$ cat config.mk
export PLATFORM = sky130hd
export DESIGN_NAME = full_adder
export DESIGN_NICKNAME = d
export VERILOG_FILES = /design/src/rtl/full_adder.sv
export SDC_FILE = /design/constraint.sdc
export NUM_CORES = 1
export LEC_CHECK = 0
export BUFFER_PORTS_ARGS = -buffer_cell sky130_fd_sc_hd__buf_2
export CORE_AREA = 4 4 41 43
export DETAILED_ROUTE_END_ITERATION = 10
export DIE_AREA = 0 0 45 47
export GPL_ROUTABILITY_DRIVEN = 0
export PLACE_DENSITY = 0.42
export SETUP_SLACK_MARGIN = 0.02
export SYNTH_ARGS = -nofsm -noshare
export SYNTH_HDL_FRONTEND = slang
export SYNTH_SLANG_ARGS = --single-unit
$ cat constraint.sdc
create_clock -name Clock_In -period 1.2 [get_ports Clock_In]
set_clock_uncertainty 0.05 [all_clocks]
set_input_delay 0.12 -clock Clock_In [delete_from_list [all_inputs] [get_ports Clock_In]]
set_output_delay 0.12 -clock Clock_In [all_outputs]
set_load 0.02 [all_outputs]
$ cat src/rtl/full_adder.sv
// Registered ripple-carry adder: WIDTH-bit sum, carry-out and signed overflow,
// with one cycle of latency and a result every cycle.
module full_adder #(
  parameter int WIDTH = 1
) (
  input  logic             Clock_In,
  input  logic             Reset_N_In,
  input  logic             Valid_In,
  input  logic [WIDTH-1:0] Data_A_In,
  input  logic [WIDTH-1:0] Data_B_In,
  input  logic             Carry_In,
  output logic             Valid_Out,
  output logic [WIDTH-1:0] Sum_Out,
  output logic             Carry_Out,
  output logic             Overflow_Out
);

  // Handshake: Valid_In qualifies the operands in the cycle it is high, and
  // Valid_Out pulses for exactly one cycle with the matching result on the
  // next edge. There is no ready, so every valid beat is accepted.

  logic [WIDTH:0]   carry;
  logic [WIDTH-1:0] sum_core;
  logic             ovf_core;

  logic             valid_d, valid_q;
  logic [WIDTH-1:0] sum_d, sum_q;
  logic             carry_d, carry_q;
  logic             ovf_d, ovf_q;

  always_comb begin
    carry    = '0;
    sum_core = '0;
    carry[0] = Carry_In;
    for (int i = 0; i < WIDTH; i++) begin
      sum_core[i] = Data_A_In[i] ^ Data_B_In[i] ^ carry[i];
      carry[i+1]  = (Data_A_In[i] & Data_B_In[i]) |
                    (Data_A_In[i] & carry[i])     |
                    (Data_B_In[i] & carry[i]);
    end
    // For WIDTH=1 the carry into the MSB is Carry_In itself.
    ovf_core = carry[WIDTH] ^ carry[WIDTH-1];
  end

  // Idle cycles keep the last result; the mux stops idle-cycle data reaching the flops.
  always_comb begin
    valid_d = Valid_In;
    sum_d   = sum_q;
    carry_d = carry_q;
    ovf_d   = ovf_q;
    if (Valid_In) begin
      sum_d   = sum_core;
      carry_d = carry[WIDTH];
      ovf_d   = ovf_core;
    end
  end

  always_ff @(posedge Clock_In) begin
    if (!Reset_N_In) begin
      valid_q <= 1'b0;
      sum_q   <= '0;
      carry_q <= 1'b0;
      ovf_q   <= 1'b0;
    end else begin
      valid_q <= valid_d;
      sum_q   <= sum_d;
      carry_q <= carry_d;
      ovf_q   <= ovf_d;
    end
  end

  assign Valid_Out    = valid_q;
  assign Sum_Out      = sum_q;
  assign Carry_Out    = carry_q;
  assign Overflow_Out = ovf_q;

endmodule

==> metrics <==
CTS clk-pin slew, worst paths=roughly 0.04 ns; CTS sink count=4; Overflow after GRT=0; Clock power frac=approximately 45%; H-tree levels=1; Slew Viols, Final=0; library cells used by synthesis=8; Cell Area, Placed=223 um^2; required time worst endpoint=around 1.0 ns; initial antenna violation count=0; Crit path largest cell delay=0.33 ns; post-CTS sizing=0; post-CTS setup buffer count=0; #FFs+latches synth=4; PwrDens=1530 nW/um^2; die height=47 um; post-synthesis sequential area ratio=about 50%; Die Area=between 2000 and 2500 um^2; Max Cap Viol=0; final period utilization=between 70% and 80%; worst-margin pin slew=around 0.12 ns; Initial Utilization=12.2%; vias after detailed routing=roughly 130; hold crit path type=in -> reg; TritonRoute pass-1 iters=1; antenna-violating nets left=0; CTS Buf Count=3; clk root buf=clkbuf_4; RSZ-0062 raised after global routing=no; simple-gate share of the synthesized area=between 10% and 20%; most frequent cells in the layout=buf_2 (9), dfxtp_1 (4), clkbuf_4 (3); vias in the first global route=143; Syn. warnings=0; CP top delay family=flip-flops; Max IR drop VDD=between 0.3 and 0.4 mV; diode count=0; mean routed wirelength per cell=about 9.3 um; switching fraction of total power=around 25%; Int Power=between 0.2 and 0.3 mW; Yosys top cell by area=dfxtp_1; share of layout cells above drive strength 1=52.0%; CP arrival=0.72 ns; die width=around 45 um; Rel. slew slack=roughly nine tenths; Worst Setup Start Kind=register; Seq pwr share=about two fifths; core area=1300 um^2; total negative slack=0 ns; Worst-Skew Late Latency=0.23 ns; XOR/XNOR share of the synthesized area=under 10%; leakage power=~0.12 nW; drt total wl=between 300 and 400 um; Syn Std Cell Area=about 160 um^2; dominant cells by area after synthesis=dfxtp_1 (50%), fa_1 (13%), mux2i_1 (13%); Adder-Cell Fraction of Synth Area=around 13%; filler instances=150; Remaining DRCs=0; Max Fclk=about 1100 MHz; post-synthesis compound-gate area fraction=approximately 6.3%; Net Switching=0.0928 mW; post-synthesis mux area share=between 10% and 20%; Synthesized Nets=20; Post-CTS Hold Buffers=0; vias per cell=about 3.3; Design Area, Final=approximately 250 um^2; Final Hold Fails=0; crit path kind=reg -> out; Logic pwr share=approximately 16%; run status=finished clean; GR Util All Layers=around 4.4%; Critical Path End Type=output pin; critical-path cell list=buf_2; slowest CP cell=dfxtp_1; I/O pin count=10; first-pass GRT wire length=between 500 and 600 um; Mean Syn Cell Area=about 12 um^2; I/O Buffers=9; P&R area growth vs syn=54.3%; nets@finish=34; commonest non-fill, non-tap cell in the layout=buf_2; row cnt=13; combinational family with the most area after synthesis=simple AND/OR/NAND/NOR gates; pin count of the biggest net entering global routing=6; Mapped Cells=13; top cell type's share of synthesized area=50.4%; # setup viols final=0; fin crit period=about 0.9 ns; CP max FO=2; Iter 0 DRT Violations=0; Clock Tree Buf Depth=2; CTS tree=yes; worst path buffer plus inverter count=1
[registers in the layout, summed over array words and instances, names as in the netlist]
name / flops
Carry_Out: 1
Overflow_Out: 1
Sum_Out: 1
Valid_Out: 1
[cell families (layout without fill, tap and decap cells)]
family / Yosys count / after routing
xor gates and xnor gates: 1 / 1
and+or+nand+nor: 3 / 3
DFF: 4 / 4
AOI/OAI and AO/OA: 2 / 2
buffers and inverters: 0 / 12
adders and majority gates: 1 / 1
muxes: 2 / 2
[through the flow]
| step | hold WS (ns) | worst slack (ns) | std cells | util, % | power [mW] |
|---|---|---|---|---|---|
| global route | 0.0972 | 0.263 | 40 | 18.8 | 0.403 |
| finish | 0.0898 | 0.306 | 40 | 18.8 | 0.375 |
| detailed placement | 0.336 | 0.0905 | 37 | 17.1 | 0.210 |
| CTS | 0.0820 | 0.300 | 40 | 18.8 | 0.385 |
| global placement | 0.327 | 0.114 | 37 | 17.1 | 0.210 |
| floorplan | 0.159 | 0.253 | 13 | - | 0.183 |
[layer usage]
layer	vias up	wire length, um	track usage, %
li1	67	-	-
met1	52	170	4.56
met2	13	129	4.80
met3	0	69	3.83
met4	0	0	5.26
met5	-	0	0
[path summary, 6_finish.rpt]
kind / slack [ns] / end / depth (start not counted) / startpoint
setup / recovery: 0.31 / Carry_Out / 1 / Carry_Out$_SDFFE_PN0P_
hold / removal: 0.09 / Overflow_Out$_SDFFE_PN0P_ / 2 / Valid_In
hold reg to reg: 0.46 / Sum_Out$_SDFFE_PN0P_ / 2 / Sum_Out$_SDFFE_PN0P_
setup reg to reg: 0.53 / Overflow_Out$_SDFFE_PN0P_ / 2 / Overflow_Out$_SDFFE_PN0P_
[power groups by stage]
stage               clock network [mW]  logic, mW  registers, mW
detailed placement                   0     0.0609          0.150
finish                           0.168     0.0595          0.148
CTS                              0.176     0.0604          0.148
floorplan                            0     0.0208          0.163
global placement                     0     0.0595          0.150
global route                     0.189     0.0647          0.149
[area by class of cell]
| type | count | area (um^2) | share of cell area [%] |
|---|---|---|---|
| sequential | 4 | 80.1 | 32.7 |
| clock buffer | 3 | 22.5 | 9.18 |
| multi-input combinational | 9 | 78.8 | 32.1 |
| tap | 15 | 18.8 | 7.65 |
| timing repair buffer | 9 | 45.0 | 18.4 |
[cells in the mapped netlist]
master / count
mux2i_1: 2
and2_2: 1
a21oi_1: 1
nor2b_1: 2
xnor2_1: 1
dfxtp_1: 4
o21ai_0: 1
fa_1: 1
(Power assumes the default switching activity.)
